<file path="src/rtl/instruction_fetch_stage_if.sv">
// Bundles the fetch stage's control inputs, its instruction-memory port and
// the IF/ID pipeline register outputs.
// The master side is the fetch stage, because it originates InstructionAddress.
// The slave side is the surrounding datapath: memory, hazard unit and decode.
interface instruction_fetch_stage_if #(
   parameter int XLEN = 32
);
   logic            Stall;
   logic            Flush;
   logic            BranchTaken;
   logic [XLEN-1:0] BranchTarget;
   logic [XLEN-1:0] ReadInstruction;
   logic [XLEN-1:0] InstructionAddress;
   logic [XLEN-1:0] IF_ID_PC;
   logic [XLEN-1:0] IF_ID_PCPlus4;
   logic [XLEN-1:0] IF_ID_Instruction;
   logic            IF_ID_Valid;
   logic            FetchFault;
   logic [31:0]     FetchCount;

   modport master (
      input  Stall, Flush, BranchTaken, BranchTarget, ReadInstruction,
      output InstructionAddress, IF_ID_PC, IF_ID_PCPlus4, IF_ID_Instruction,
             IF_ID_Valid, FetchFault, FetchCount
   );

   modport slave (
      output Stall, Flush, BranchTaken, BranchTarget, ReadInstruction,
      input  InstructionAddress, IF_ID_PC, IF_ID_PCPlus4, IF_ID_Instruction,
             IF_ID_Valid, FetchFault, FetchCount
   );
endinterface

</file>
<file path="src/rtl/instruction_fetch_stage.sv">
// RV32I instruction fetch stage.
// It owns the program counter and drives it straight to InstructionMemory.
// The next PC comes from either the sequential increment or a branch/jump
// redirect, with the redirect taking priority.
// The combinational instruction is captured into the IF/ID register, which
// supports stall, flush and bubble insertion.
module instruction_fetch_stage #(
   parameter int              XLEN      = 32,
   parameter logic [XLEN-1:0] RESET_PC  = 32'h0000_0000,
   parameter logic [XLEN-1:0] NOP_INSTR = 32'h0000_0013
) (
   input  logic                      clk,
   input  logic                      reset,
   instruction_fetch_stage_if.master bus
);

   logic [XLEN-1:0] pc_q, pc_d;
   logic [XLEN-1:0] pcPlus4;
   logic [XLEN-1:0] ifIdPc_q, ifIdPc_d;
   logic [XLEN-1:0] ifIdPcPlus4_q, ifIdPcPlus4_d;
   logic [XLEN-1:0] ifIdInstr_q, ifIdInstr_d;
   logic            ifIdValid_q, ifIdValid_d;
   logic            fault_q, fault_d;
   logic [31:0]     count_q, count_d;
   logic            bubble;
   logic            loadSlot;

   // A redirect always inserts a bubble, because the instruction fetched this
   // cycle lies on the wrong path.
   // Only a real load into IF/ID counts as a fetched instruction.
   assign pcPlus4  = pc_q + XLEN'(4);
   assign bubble   = bus.Flush | bus.BranchTaken;
   assign loadSlot = ~bubble & ~bus.Stall;

   // Next-PC selection: a redirect beats a stall, and a stall beats the sequential increment.
   always_comb begin
      pc_d = pcPlus4;
      if (bus.BranchTaken) begin
         pc_d = {bus.BranchTarget[XLEN-1:2], 2'b00};
      end else if (bus.Stall) begin
         pc_d = pc_q;
      end
   end

   // IF/ID next state.
   // A bubble keeps the old PC fields and only kills the instruction.
   // A stall freezes every field.
   always_comb begin
      ifIdPc_d      = ifIdPc_q;
      ifIdPcPlus4_d = ifIdPcPlus4_q;
      ifIdInstr_d   = ifIdInstr_q;
      ifIdValid_d   = ifIdValid_q;
      if (bubble) begin
         ifIdInstr_d = NOP_INSTR;
         ifIdValid_d = 1'b0;
      end else if (!bus.Stall) begin
         ifIdPc_d      = pc_q;
         ifIdPcPlus4_d = pcPlus4;
         ifIdInstr_d   = bus.ReadInstruction;
         ifIdValid_d   = 1'b1;
      end
   end

   // Sticky misaligned-redirect flag and the accepted-instruction counter.
   always_comb begin
      fault_d = fault_q | (bus.BranchTaken & (bus.BranchTarget[1:0] != 2'b00));
      count_d = count_q + {31'd0, loadSlot};
   end

   // State registers; reset discards any in-flight instruction immediately.
   always_ff @(posedge clk or posedge reset) begin
      if (reset) begin
         pc_q          <= RESET_PC;
         ifIdPc_q      <= '0;
         ifIdPcPlus4_q <= '0;
         ifIdInstr_q   <= NOP_INSTR;
         ifIdValid_q   <= 1'b0;
         fault_q       <= 1'b0;
         count_q       <= '0;
      end else begin
         pc_q          <= pc_d;
         ifIdPc_q      <= ifIdPc_d;
         ifIdPcPlus4_q <= ifIdPcPlus4_d;
         ifIdInstr_q   <= ifIdInstr_d;
         ifIdValid_q   <= ifIdValid_d;
         fault_q       <= fault_d;
         count_q       <= count_d;
      end
   end

   assign bus.InstructionAddress = pc_q;
   assign bus.IF_ID_PC           = ifIdPc_q;
   assign bus.IF_ID_PCPlus4      = ifIdPcPlus4_q;
   assign bus.IF_ID_Instruction  = ifIdInstr_q;
   assign bus.IF_ID_Valid        = ifIdValid_q;
   assign bus.FetchFault         = fault_q;
   assign bus.FetchCount         = count_q;

endmodule
</file>
<file path="src/flat_wrapper.sv">
// flat-port wrapper written by rule: the top's interface ports become plain ports
module instruction_fetch_stage_flat 
#(
   parameter int              XLEN      = 32,
   parameter logic [XLEN-1:0] RESET_PC  = 32'h0000_0000,
   parameter logic [XLEN-1:0] NOP_INSTR = 32'h0000_0013
)
  (clk, reset, bus_Stall, bus_Flush, bus_BranchTaken, bus_BranchTarget, bus_ReadInstruction, bus_InstructionAddress, bus_IF_ID_PC, bus_IF_ID_PCPlus4, bus_IF_ID_Instruction, bus_IF_ID_Valid, bus_FetchFault, bus_FetchCount);
  instruction_fetch_stage_if #(.XLEN(XLEN)) bus_i ();
  input  logic clk;
  input  logic reset;
  input wire logic [$bits(bus_i.Stall)-1:0] bus_Stall;
  input wire logic [$bits(bus_i.Flush)-1:0] bus_Flush;
  input wire logic [$bits(bus_i.BranchTaken)-1:0] bus_BranchTaken;
  input wire logic [$bits(bus_i.BranchTarget)-1:0] bus_BranchTarget;
  input wire logic [$bits(bus_i.ReadInstruction)-1:0] bus_ReadInstruction;
  output wire logic [$bits(bus_i.InstructionAddress)-1:0] bus_InstructionAddress;
  output wire logic [$bits(bus_i.IF_ID_PC)-1:0] bus_IF_ID_PC;
  output wire logic [$bits(bus_i.IF_ID_PCPlus4)-1:0] bus_IF_ID_PCPlus4;
  output wire logic [$bits(bus_i.IF_ID_Instruction)-1:0] bus_IF_ID_Instruction;
  output wire logic [$bits(bus_i.IF_ID_Valid)-1:0] bus_IF_ID_Valid;
  output wire logic [$bits(bus_i.FetchFault)-1:0] bus_FetchFault;
  output wire logic [$bits(bus_i.FetchCount)-1:0] bus_FetchCount;
  assign bus_i.Stall = bus_Stall;
  assign bus_i.Flush = bus_Flush;
  assign bus_i.BranchTaken = bus_BranchTaken;
  assign bus_i.BranchTarget = bus_BranchTarget;
  assign bus_i.ReadInstruction = bus_ReadInstruction;
  assign bus_InstructionAddress = bus_i.InstructionAddress;
  assign bus_IF_ID_PC = bus_i.IF_ID_PC;
  assign bus_IF_ID_PCPlus4 = bus_i.IF_ID_PCPlus4;
  assign bus_IF_ID_Instruction = bus_i.IF_ID_Instruction;
  assign bus_IF_ID_Valid = bus_i.IF_ID_Valid;
  assign bus_FetchFault = bus_i.FetchFault;
  assign bus_FetchCount = bus_i.FetchCount;
  instruction_fetch_stage #(.XLEN(XLEN), .RESET_PC(RESET_PC), .NOP_INSTR(NOP_INSTR)) u_core (.clk(clk), .reset(reset), .bus(bus_i));
endmodule
</file>
<file path="config.mk">
export PLATFORM = sky130hd
export DESIGN_NAME = instruction_fetch_stage_flat
export DESIGN_NICKNAME = d
export VERILOG_FILES = /design/src/rtl/instruction_fetch_stage_if.sv /design/src/rtl/instruction_fetch_stage.sv /design/src/flat_wrapper.sv
export SDC_FILE = /design/constraint.sdc
export NUM_CORES = 1
export LEC_CHECK = 0
export BUFFER_PORTS_ARGS = -buffer_cell sky130_fd_sc_hd__buf_2
export CAP_MARGIN = 20
export CORE_MARGIN = 2
export CORE_UTILIZATION = 50
export DETAILED_ROUTE_END_ITERATION = 12
export PLACE_DENSITY = 0.79
export SLEW_MARGIN = 40
export SYNTH_ARGS = -nofsm -noshare
export SYNTH_HDL_FRONTEND = slang
export SYNTH_SLANG_ARGS = --single-unit
</file>
<file path="constraint.sdc">
create_clock -name clk -period 7.2 [get_ports clk]
set_input_delay 1.44 -clock clk [delete_from_list [all_inputs] [get_ports clk]]
set_output_delay 1.44 -clock clk [all_outputs]
set_load 0.005 [all_outputs]
</file>
* Yosys cells after proc, flatten, opt, wreduce, memory -nomap -nowiden
Index checks and enable logic that the tools add are counted.
Storage, ports and cells: input port bits 69, bits in registers 162, logic and storage cells 25
Operators by class: bitwise operators 6, reduce and logical (&&, ||, !) cells 2, $add $sub $neg 2, equality and inequality tests 2, mux-type cells 6
Operators with widths (count):
- $mux W32 | 4
- $add A32 B1 Y32 | 1
- $add A32 B3 Y32 const B | 1
- $ne A2 B1 Y1 const B | 2
- $and A1 B1 Y1 | 2
- $mux W1 | 2
- $not A1 Y1 | 2
- $or A1 B1 Y1 | 2
- $reduce_and A2 Y1 | 1
- $reduce_bool A2 Y1 | 1

* Longest topological paths before layout
Gate-level depths: netlist of run 1.
word-level depth 4, depth in mapped cells 12, mapped depth without buffers 9

* Worst setup path after synthesis of run 1
No wires, ideal clock.
kind input-to-reg, start input bus_BranchTaken, end register u_core.count_q[20], in the netlist u_core.bus.FetchCount[20], setup slack 3.129 ns, data arrival time 3.948 ns, stages on the path 12, library setup time 0.123 ns, path through clkbuf_1 > or3_1 > buf_2 > clkinv_1 > clkbuf_1 > ha_1 > ha_1 > and4_1 > nor3b_2 > nor3b_1 > nand4_1 > xnor2_1
Between the ends: word-level cells in the longest chain between the ends 4
Ends and longest elaborated chain:
- start, declared | RTL line flat_wrapper.sv:14 | input wire logic [$bits(bus_i.BranchTaken)-1:0] bus_BranchTaken;
- $or A1 B1 Y1 | RTL line instruction_fetch_stage.sv:32 | assign bubble = bus.Flush | bus.BranchTaken;
- $not A1 Y1 (no source line)
- $and A1 B1 Y1 | RTL line instruction_fetch_stage.sv:33 | assign loadSlot = ~bubble & ~bus.Stall;
- $add A32 B1 Y32 | RTL line instruction_fetch_stage.sv:67 | count_d = count_q + {31'd0, loadSlot};
- named net u_core.count_d[20] | RTL line instruction_fetch_stage.sv:24 | logic [31:0] count_q, count_d;
- end signal, assigned | RTL line instruction_fetch_stage.sv:87 | count_q <= count_d;
- end, declared | RTL line instruction_fetch_stage.sv:24
The timed path passes the listed nets, and every way through them passes these cells. A chain may end at the register's enable or synchronous reset.

* Final worst setup path of run 1
Ends and elaborated chain as after synthesis.

==> results of run 1 <==
## synth_stat cells, types with 4 or more instances
cell | instances | share of area (%)
nand2_1 | 179 | 9.6
dfrtp_1 | 153 | 55
o21ai_0 | 60 | 4.3
xnor2_1 | 49 | 6.1
xor2_1 | 37 | 4.6
a22o_1 | 29 | 3.6
clkbuf_1 | 28 | 1.5
nand3_1 | 28 | 2.0
nor2_1 | 24 | 1.3
nand4_1 | 16 | 1.4
buf_2 | 11 | 0.78
and3_1 | 9 | 0.80
buf_4 | 9 | 0.96
nor3_1 | 9 | 0.64
and4_1 | 8 | 1.0
inv_1 | 4 | 0.21
## worst paths after layout
kind	from	endpoint	depth (start not counted)
worst max-delay path	bus_BranchTaken	u_core.bus.FetchCount[20]	10
worst min-delay path	u_core.bus.IF_ID_PC[20]	u_core.bus.IF_ID_PC[20]	2
worst max register to register	u_core.bus.InstructionAddress[14]	u_core.bus.InstructionAddress[21]	5
worst min register to register	u_core.bus.IF_ID_PC[20]	u_core.bus.IF_ID_PC[20]	2
max in group asynchronous	reset	u_core.bus.IF_ID_PC[16]	3
min in group asynchronous	reset	u_core.bus.IF_ID_Instruction[21]	2
## kinds of logic (layout without fill, tap and decap cells)
logic type               after synthesis  in the layout
XOR/XNOR                              86             86
flip-flops                           156            156
multiplexers                           1              1
AO/OA/AOI/OAI                         94             94
adder cells (fa/ha/maj)                3              3
AND/OR/NAND/NOR                      300            300
buffers and inverters                 53            263
other                                  1              7
## state kept, by name, summed over array words and instances (netlist names)
name and flops:
u_core.bus.FetchFault 1, u_core.bus.IF_ID_PC 30, u_core.bus.IF_ID_Valid 1, u_core.bus.IF_ID_Instruction 32, u_core.bus.IF_ID_PCPlus4 30, u_core.bus.FetchCount 32, u_core.bus.InstructionAddress 30
## final cells by class
type | count | share of cell area [%]
inverters | 5 | 0.270
flip-flops and latches | 156 | 44.4
diodes | 1 | 0.0284
clock buffers | 17 | 4.83
multi-input cells | 490 | 32.7
clock inverters | 14 | 2.12
well taps | 180 | 2.56
repair buffers | 227 | 13.1
## worst max-delay path, cell delays in order
cell and delay, ns:
buf_4 0.29, or3_2 0.55, inv_2 0.07, ha_1 0.15
ha_1 0.19, and4_1 0.30, nor3b_2 0.28, nor3b_1 0.39
nand4_1 0.17, xnor2_1 0.15
## power by group
group          internal, mW  switching, mW  total [mW]
registers             0.971         0.0860        1.06
logic                 0.136          0.155       0.291
clock network         0.552          0.374       0.926
## routing by layer
layer	track usage [%]	share of wire (%)	vias to the layer above
met5	0	0.086	-
met4	8.26	1.6	2
met3	7.02	7.1	27
met2	38.0	48	190
met1	31.6	43	2767
li1	-	-	2723
## metrics by stage
step                      cell area [um2]  setup slack [ns]  total power, mW  hold slack [ns]  std cells
after floorplan                      7030              1.56             1.21            0.459        699
after global placement               8180              2.99             1.35            0.454       1058
after detailed placement             8190              3.10             1.36            0.458       1058
after CTS                            8800              3.55             2.29            0.474       1089
after global routing                 8800              3.32             2.38            0.487       1089
final                                8800              3.52             2.27            0.468       1090
==> flow_summary_export.csv, run 1 <==
group,metric,value,unit
run_status,status,"completed",
pwr,power_leakage,4.46,nW
grt,grt_pass1_vias,5413,
place,numPortBuffers,224,
cells_and_area,fillCellCount,1153,
logic_synthesis,synthAdderAreaFrac,0.535,%
route,num_vias,5709,
clock_tree,cts.sinks,156,
cells_and_area,final_common_cell,"buf_2",
setup_path,end_kind,"flip-flop",
clock_tree,cts_tree,"done",
pwr,power_density,258,nW/um2
logic_synthesis,synth_compound_area_share,8.49,%
grt,grt_max_degree,92,
clock_tree,cts_buffers,17,
route,routed_wl,17500,um
grt,grt_pass1_wl,27800,um
route,routedWlPerCell,16.0,um
timing,finClkSkew,0.00991,ns
grt,antenna_found_initial,2,
cells_and_area,multiInputGateArea,2880,um2
grt,overflow,0,
timing,fin_crit_sh,51.1,%
pwr,ir_worst_vdd,162,uV
setup_path,crit_required,7.51,ns
logic_synthesis,syn-instance-count,694,
logic_synthesis,yosys.area_share.xor_xnor,10.7,%
setup_path,critical_path_class,"primary input to flip-flop",
logic_synthesis,synth_cell_types,41,
die,die-area,15000,um2
clock_tree,root_buffer,"clkbuf_16",
logic_synthesis,ys.flop_type,"dfrtp_1",
clock_tree,cts_hold_buffers,0,
cells_and_area,nets,969,
logic_synthesis,synth_seq_area_share,55.7,%
logic_synthesis,synth_seq_cells,156,
setup_path,cp-start-kind,"primary input",
job,max_cap_violations,0,
route,drc_errors,0,
die,rows,43,
die,io_pins,231,
clock_tree,path_clk_slew,0.06,ns
timing,max_freq,272,MHz
logic_synthesis,yosys.area_share.simple,20.8,%
route,vias_per_cell,5.24,
logic_synthesis,netlist_area,7010,um2
place,post-dp-hpwl,12200,um
cells_and_area,drive_above_1_share,30.4,%
setup_path,ff2ff_setup_slack,4.87,ns
clock_tree,cts_resized,0,
timing,slew_viol_final,0,
logic_synthesis,yosysWarnings,0,
logic_synthesis,synth_top_family_by_area,"simple AND/OR/NAND/NOR gates",
cells_and_area,final-seq-area,3910,um2
logic_synthesis,synth_area_per_cell,10.1,um2
timing,min_period,3.68,ns
clock_tree,clk_path_buf_depth,2,
logic_synthesis,synthMuxAreaShare,0.143,%
worst_hold_path,hp-class,"flip-flop to flip-flop",
setup_path,crit_arrival,3.99,ns
timing,hold_viol_final,0,
die,core_area,13800,um2
die,fp.dieW,122,um
place,routabilityCongestion,0.865,
cells_and_area,mostFrequentLayoutCells,"buf_2 (223), nand2_1 (179), dfrtp_1 (153)",
clock_tree,htree_levels,4,
clock_tree,cts_setup_buffers,0,
clock_tree,insertion_delay,0.43,ns
grt,track_usage,24.0,%
timing,worst_pin_slew,0.732,ns
timing,grt_setup_unrepaired,"no",
route,dr.pass1.iters,5,
die,die-height,122,um
die,start_util,50.9,%
logic_synthesis,async_flop_share,100,%
setup_path,path_max_fanout,64,
timing,finalSetupViolations,0,
cells_and_area,final_util,63.9,%
route,drtAntennaViolNets,0,
logic_synthesis,synth_edf_count,0,
cells_and_area,areaGrowthSynthToFinish,25.5,%
route,drt_iter0_markers,404,
timing,slew_headroom,51.2,%
timing,setup_tns,0,ns
Note: power is estimated with default switching activity, not from simulation.
==> inputs of run 2 (changes only) <==
==> constraint.sdc (replaced) <==
create_clock -name clk -period 3.65 [get_ports clk]
set_input_delay 0.73 -clock clk [delete_from_list [all_inputs] [get_ports clk]]
set_output_delay 0.73 -clock clk [all_outputs]
set_load 0.005 [all_outputs]
==> run 2 against run 1 <==
Routed wire length up 2.8%. Sequential share of layout area down 0.37 points. Sequential power up 97%. Power up 98%. Final cell count up 0.55%. Flip-flop and latch count unchanged. Cell area up 0.84%. Die area unchanged. Highest routed layer unchanged.
==> flow_summary_export.csv, run 2 (synthesis gave the netlist of run 1 again) <==
group,metric,value,unit
cells_and_area,final_util,64.5,%
setup_path,end_kind,"flip-flop",
job,max_cap_violations,0,
route,drtAntennaViolNets,0,
timing,finClkSkew,0.00980,ns
timing,hold_viol_final,0,
cells_and_area,final_common_cell,"buf_2",
place,post-dp-hpwl,12600,um
setup_path,worst-path-buf-inv,2,
clock_tree,cts_hold_buffers,0,
grt,overflow,0,
setup_path,cp-start-kind,"primary input",
route,routed_wl,18000,um
pwr,power_density,508,nW/um2
route,dr.pass1.iters,6,
route,routedWlPerCell,16.4,um
route,num_vias,5747,
setup_path,cp.depth,10,
die,die-area,15000,um2
timing,min_period,2.88,ns
setup_path,path_max_fanout,5,
timing,slew_viol_final,0,
pwr,ir_worst_vdd,269,uV
grt,track_usage,24.6,%
clock_tree,htree_levels,4,
die,fp.dieW,122,um
grt,grt_max_degree,92,
setup_path,crit_chain,"buf_2 -> or3_2 -> inv_2 -> ha_1 -> ha_1 -> and4_1 -> nor3b_2 -> nor3b_1 -> nand3_1 -> xnor2_1",
clock_tree,cts_buffers,17,
setup_path,critical_path_class,"primary input to flip-flop",
setup_path,rr_startpoint,"u_core.bus.InstructionAddress[4]",
die,die-height,122,um
cells_and_area,areaGrowthSynthToFinish,26.6,%
timing,layout_setup_ws,0.775,ns
timing,fin_crit_sh,78.8,%
timing,slew_headroom,52.1,%
timing,finalSetupViolations,0,
die,start_util,50.9,%
setup_path,ff2ff_setup_slack,1.27,ns
die,core_area,13800,um2
timing,worst_pin_slew,0.714,ns
place,routabilityCongestion,0.849,
setup_path,crit_end,"u_core.bus.FetchCount[22]",
clock_tree,cts.sinks,156,
timing,fin_hold_ws,0.304,ns
run_status,status,"completed",
clock_tree,path_clk_slew,0.06,ns
pwr,power_leakage,4.49,nW
clock_tree,cts_tree,"done",
setup_path,slowest_delay,0.54,ns
cells_and_area,mostFrequentLayoutCells,"buf_2 (224), nand2_1 (179), dfrtp_1 (153)",
timing,grt_setup_unrepaired,"no",
setup_path,crit_path_start,"bus_Flush",
timing,max_freq,348,MHz
grt,grt_pass1_vias,5440,
setup_path,crit_required,3.96,ns
clock_tree,cts_setup_buffers,0,
place,post_dp_cell_area,8250,um2
grt,antenna_found_initial,2,
clock_tree,clk_path_buf_depth,2,
setup_path,cp_top_family,"simple AND/OR/NAND/NOR gates",
setup_path,cp_common_cell,"ha_1",
cells_and_area,final_cell_area,8880,um2
clock_tree,insertion_delay,0.42,ns
worst_hold_path,hp-class,"primary input to asynchronous set/reset pin",
setup_path,r2r_end,"u_core.bus.InstructionAddress[21]",
route,drt_iter0_markers,334,
cells_and_area,fillCellCount,1134,
setup_path,cpMaxStageDelayCell,"or3_2",
place,numPortBuffers,224,
grt,grt_pass1_wl,28500,um
place,dp_slack,0.452,ns
cells_and_area,drive_above_1_share,30.6,%
die,io_pins,231,
clock_tree,root_buffer,"clkbuf_16",
setup_path,crit_arrival,3.18,ns
clock_tree,cts_resized,0,
die,rows,43,
timing,setup_tns,0,ns
route,vias_per_cell,5.24,
route,drc_errors,0,
cells_and_area,nets,974,
setup_path,reg2regPathDepth,5,
## run 2: cell count changes in the layout (fill, tap and decap cells not counted), moves of 2 or more
cell,delta
buf_4,+2
buf_12,+3
inv_6,-3
clkbuf_8,+2
## run 2: power by group
part | switching, mW | internal, mW | total [mW]
Combinational | 0.310 | 0.274 | 0.584
Sequential | 0.174 | 1.91 | 2.09
Clock | 0.719 | 1.12 | 1.84
Total | 1.20 | 3.31 | 4.51
## run 2: cell type report
type	count	area, um2	share of cell area (%)
clock buffer	20	457	5.14
inverter	5	22.5	0.254
timing repair buffer	232	1220	13.8
antenna	1	2.50	0.0282
clock inverter	12	163	1.83
sequential	156	3910	44.0
tap	180	225	2.54
multi-input combinational	490	2880	32.4
## run 2: worst min path at each step
stage | start | end | slack (ns)
after floorplan | u_core.bus.FetchFault | u_core.bus.FetchFault | 0.46
after global placement | u_core.bus.FetchFault | u_core.bus.FetchFault | 0.45
after detailed placement | u_core.bus.FetchFault | u_core.bus.FetchFault | 0.45
after CTS | reset | u_core.bus.IF_ID_Instruction[24] | 0.30
after global routing | reset | u_core.bus.IF_ID_Instruction[30] | 0.31
final | reset | u_core.bus.IF_ID_Instruction[23] | 0.30
## run 2: metrics by stage
stage                     instances  power, mW
after detailed placement       1063       2.71
after floorplan                 699       2.38
after global placement         1062       2.68
after global routing           1095       4.72
after CTS                      1095       4.55
final                          1096       4.51
## run 2: layer usage
layer | global-route usage [%] | share of wire, % | vias to the layer above
met3 | 6.69 | 6.7 | 28
met2 | 38.8 | 48 | 212
li1 | - | - | 2743
met5 | 0 | 0.072 | -
met1 | 32.7 | 43 | 2762
met4 | 8.76 | 1.7 | 2
## run 2: worst reg2reg max path: cells and delay by family, from the launching register on
kind	cells	cell delay, ns
DFF	1	0.54
and+or+nand+nor	5	1.77
==> inputs of run 3 (changes only) <==
==> constraint.sdc (replaced) <==
create_clock -name clk -period 2.99 [get_ports clk]
set_input_delay 0.598 -clock clk [delete_from_list [all_inputs] [get_ports clk]]
set_output_delay 0.598 -clock clk [all_outputs]
set_load 0.005 [all_outputs]
==> run 3 against run 2 <==
Sequential share of layout area is 0.15 points lower. Highest routed layer is now met4. Clock skew shrank 0.0020 ns. First-iteration DRC count decreased by 11%. Critical endpoint is now u_core.bus.FetchCount[20]. Final cell count stayed put. Cell area is 0.34% higher. Largest cell class unchanged.
==> flow_summary_export.csv, run 3 (synthesis gave the netlist of run 1 again) <==
group,metric,value,unit
die,die-height,122,um
grt,track_usage,24.3,%
timing,worst_pin_slew,0.701,ns
timing,fin_hold_ws,0.299,ns
setup_path,critical_path_class,"primary input to flip-flop",
timing,setup_tns,0,ns
clock_tree,cts_setup_buffers,0,
pwr,p_seq_share,45.7,%
pwr,ir_worst_vdd,358,uV
place,numPortBuffers,224,
timing,slew_viol_final,0,
cells_and_area,nets,973,
job,max_cap_violations,0,
cells_and_area,drive_above_1_share,30.9,%
pwr,p_int,4.12,mW
run_status,status,"completed",
clock_tree,clk_path_buf_depth,2,
clock_tree,cts.sinks,156,
die,fp.dieW,122,um
grt,overflow,0,
pwr,power_frac_clock,41.8,%
setup_path,cp-start-kind,"primary input",
die,io_pins,231,
die,rows,43,
clock_tree,root_buffer,"clkbuf_16",
clock_tree,cts_resized,0,
route,drc_errors,0,
pwr,power_leakage,4.52,nW
setup_path,crit_path_start,"bus_Flush",
route,num_vias,5708,
timing,max_freq,403,MHz
timing,hold_viol_final,0,
cells_and_area,final_cell_area,8910,um2
route,drt_iter0_markers,296,
timing,finalSetupViolations,0,
place,placed_cells,1061,
timing,finClkSkew,0.00782,ns
timing,min_period,2.48,ns
cells_and_area,final_common_cell,"buf_2",
place,post-dp-hpwl,11900,um
setup_path,rr_startpoint,"u_core.bus.InstructionAddress[2]",
setup_path,path_max_fanout,5,
setup_path,crit_required,3.29,ns
place,routabilityCongestion,0.851,
timing,slew_headroom,52.9,%
die,start_util,50.9,%
grt,grt_max_degree,157,
route,dr.pass1.iters,5,
grt,antenna_found_initial,2,
timing,fin_crit_sh,82.9,%
clock_tree,cts_hold_buffers,0,
pwr,power_density,626,nW/um2
die,die-area,15000,um2
clock_tree,htree_levels,4,
cells_and_area,areaGrowthSynthToFinish,27.0,%
route,routed_wl,17600,um
setup_path,crit_arrival,2.78,ns
clock_tree,cts_tree,"done",
timing,grt_setup_unrepaired,"no",
clock_tree,cts_buffers,17,
clock_tree,insertion_delay,0.41,ns
clock_tree,path_clk_slew,0.06,ns
cells_and_area,final_util,64.7,%
grt,grt_pass1_wl,28100,um
pwr,comb_power_share,12.5,%
route,vias_per_cell,5.21,
grt,grt_pass1_vias,5413,
pwr,p_sw_share,26.1,%
setup_path,end_kind,"flip-flop",
route,routedWlPerCell,16.1,um
worst_hold_path,hp-class,"primary input to asynchronous set/reset pin",
cells_and_area,mostFrequentLayoutCells,"buf_2 (224), nand2_1 (179), dfrtp_1 (153)",
cells_and_area,instances_no_fill,1096,
route,drtAntennaViolNets,0,
place,post_dp_cell_area,8230,um2
pwr,switching_power,1.46,mW
die,core_area,13800,um2
==> run 3: layout make-up <==
| type | count | area, um2 |
|---|---|---|
| multi-input cells | 490 | 2890 |
| clock inverters | 12 | 188 |
| diodes | 2 | 5.00 |
| inverters | 5 | 22.5 |
| fillers | 1167 | 4860 |
| well taps | 180 | 225 |
| clock buffers | 20 | 457 |
| flip-flops and latches | 156 | 3910 |
| repair buffers | 231 | 1210 |
==> run 3: power by group through the flow <==
stage               sequential (mW)  clock, mW  combinational [mW]
floorplan                      2.55          0               0.357
CTS                            2.55       2.37               0.709
global route                   2.58       2.46               0.793
finish                         2.55       2.33               0.700
global placement               2.58          0               0.687
detailed placement             2.58          0               0.707
==> run 3: final timing paths <==
kind | endpoint | slack (ns) | cells past startpoint
min in group clk | u_core.bus.InstructionAddress[4] | 0.39 | 3
worst min-delay path | u_core.bus.IF_ID_Instruction[23] | 0.30 | 3
worst min register to register | u_core.bus.IF_ID_PC[23] | 0.47 | 2
worst max-delay path | u_core.bus.FetchCount[20] | 0.51 | 10
max in group asynchronous | u_core.bus.IF_ID_PC[29] | 1.96 | 4
worst max register to register | u_core.bus.InstructionAddress[24] | 0.84 | 6
==> run 3: metrics by stage <==
stage,setup slack (ns),power (mW)
after CTS,0.535,5.63
final,0.510,5.58
after floorplan,0.0214,2.91
after global routing,0.367,5.83
after detailed placement,0.0920,3.29
after global placement,0.164,3.26
==> run 3: worst max-delay path: stages <==
cell	delay [ns]
buf_2	0.10
or3_2	0.55
inv_2	0.09
ha_1	0.16
ha_1	0.20
and4_4	0.27
nor3b_4	0.23
nor3b_2	0.27
nand4_1	0.15
xnor2_1	0.15
==> run 3: layer usage <==
layer  share of wire [%]  global-route usage (%)  vias up
met5                   0                       0        -
met3                 6.8                    5.53       22
met1                  42                    32.3     2763
met4                 1.8                    10.3        0
li1                    -                       -     2729
met2                  50                    38.4      194
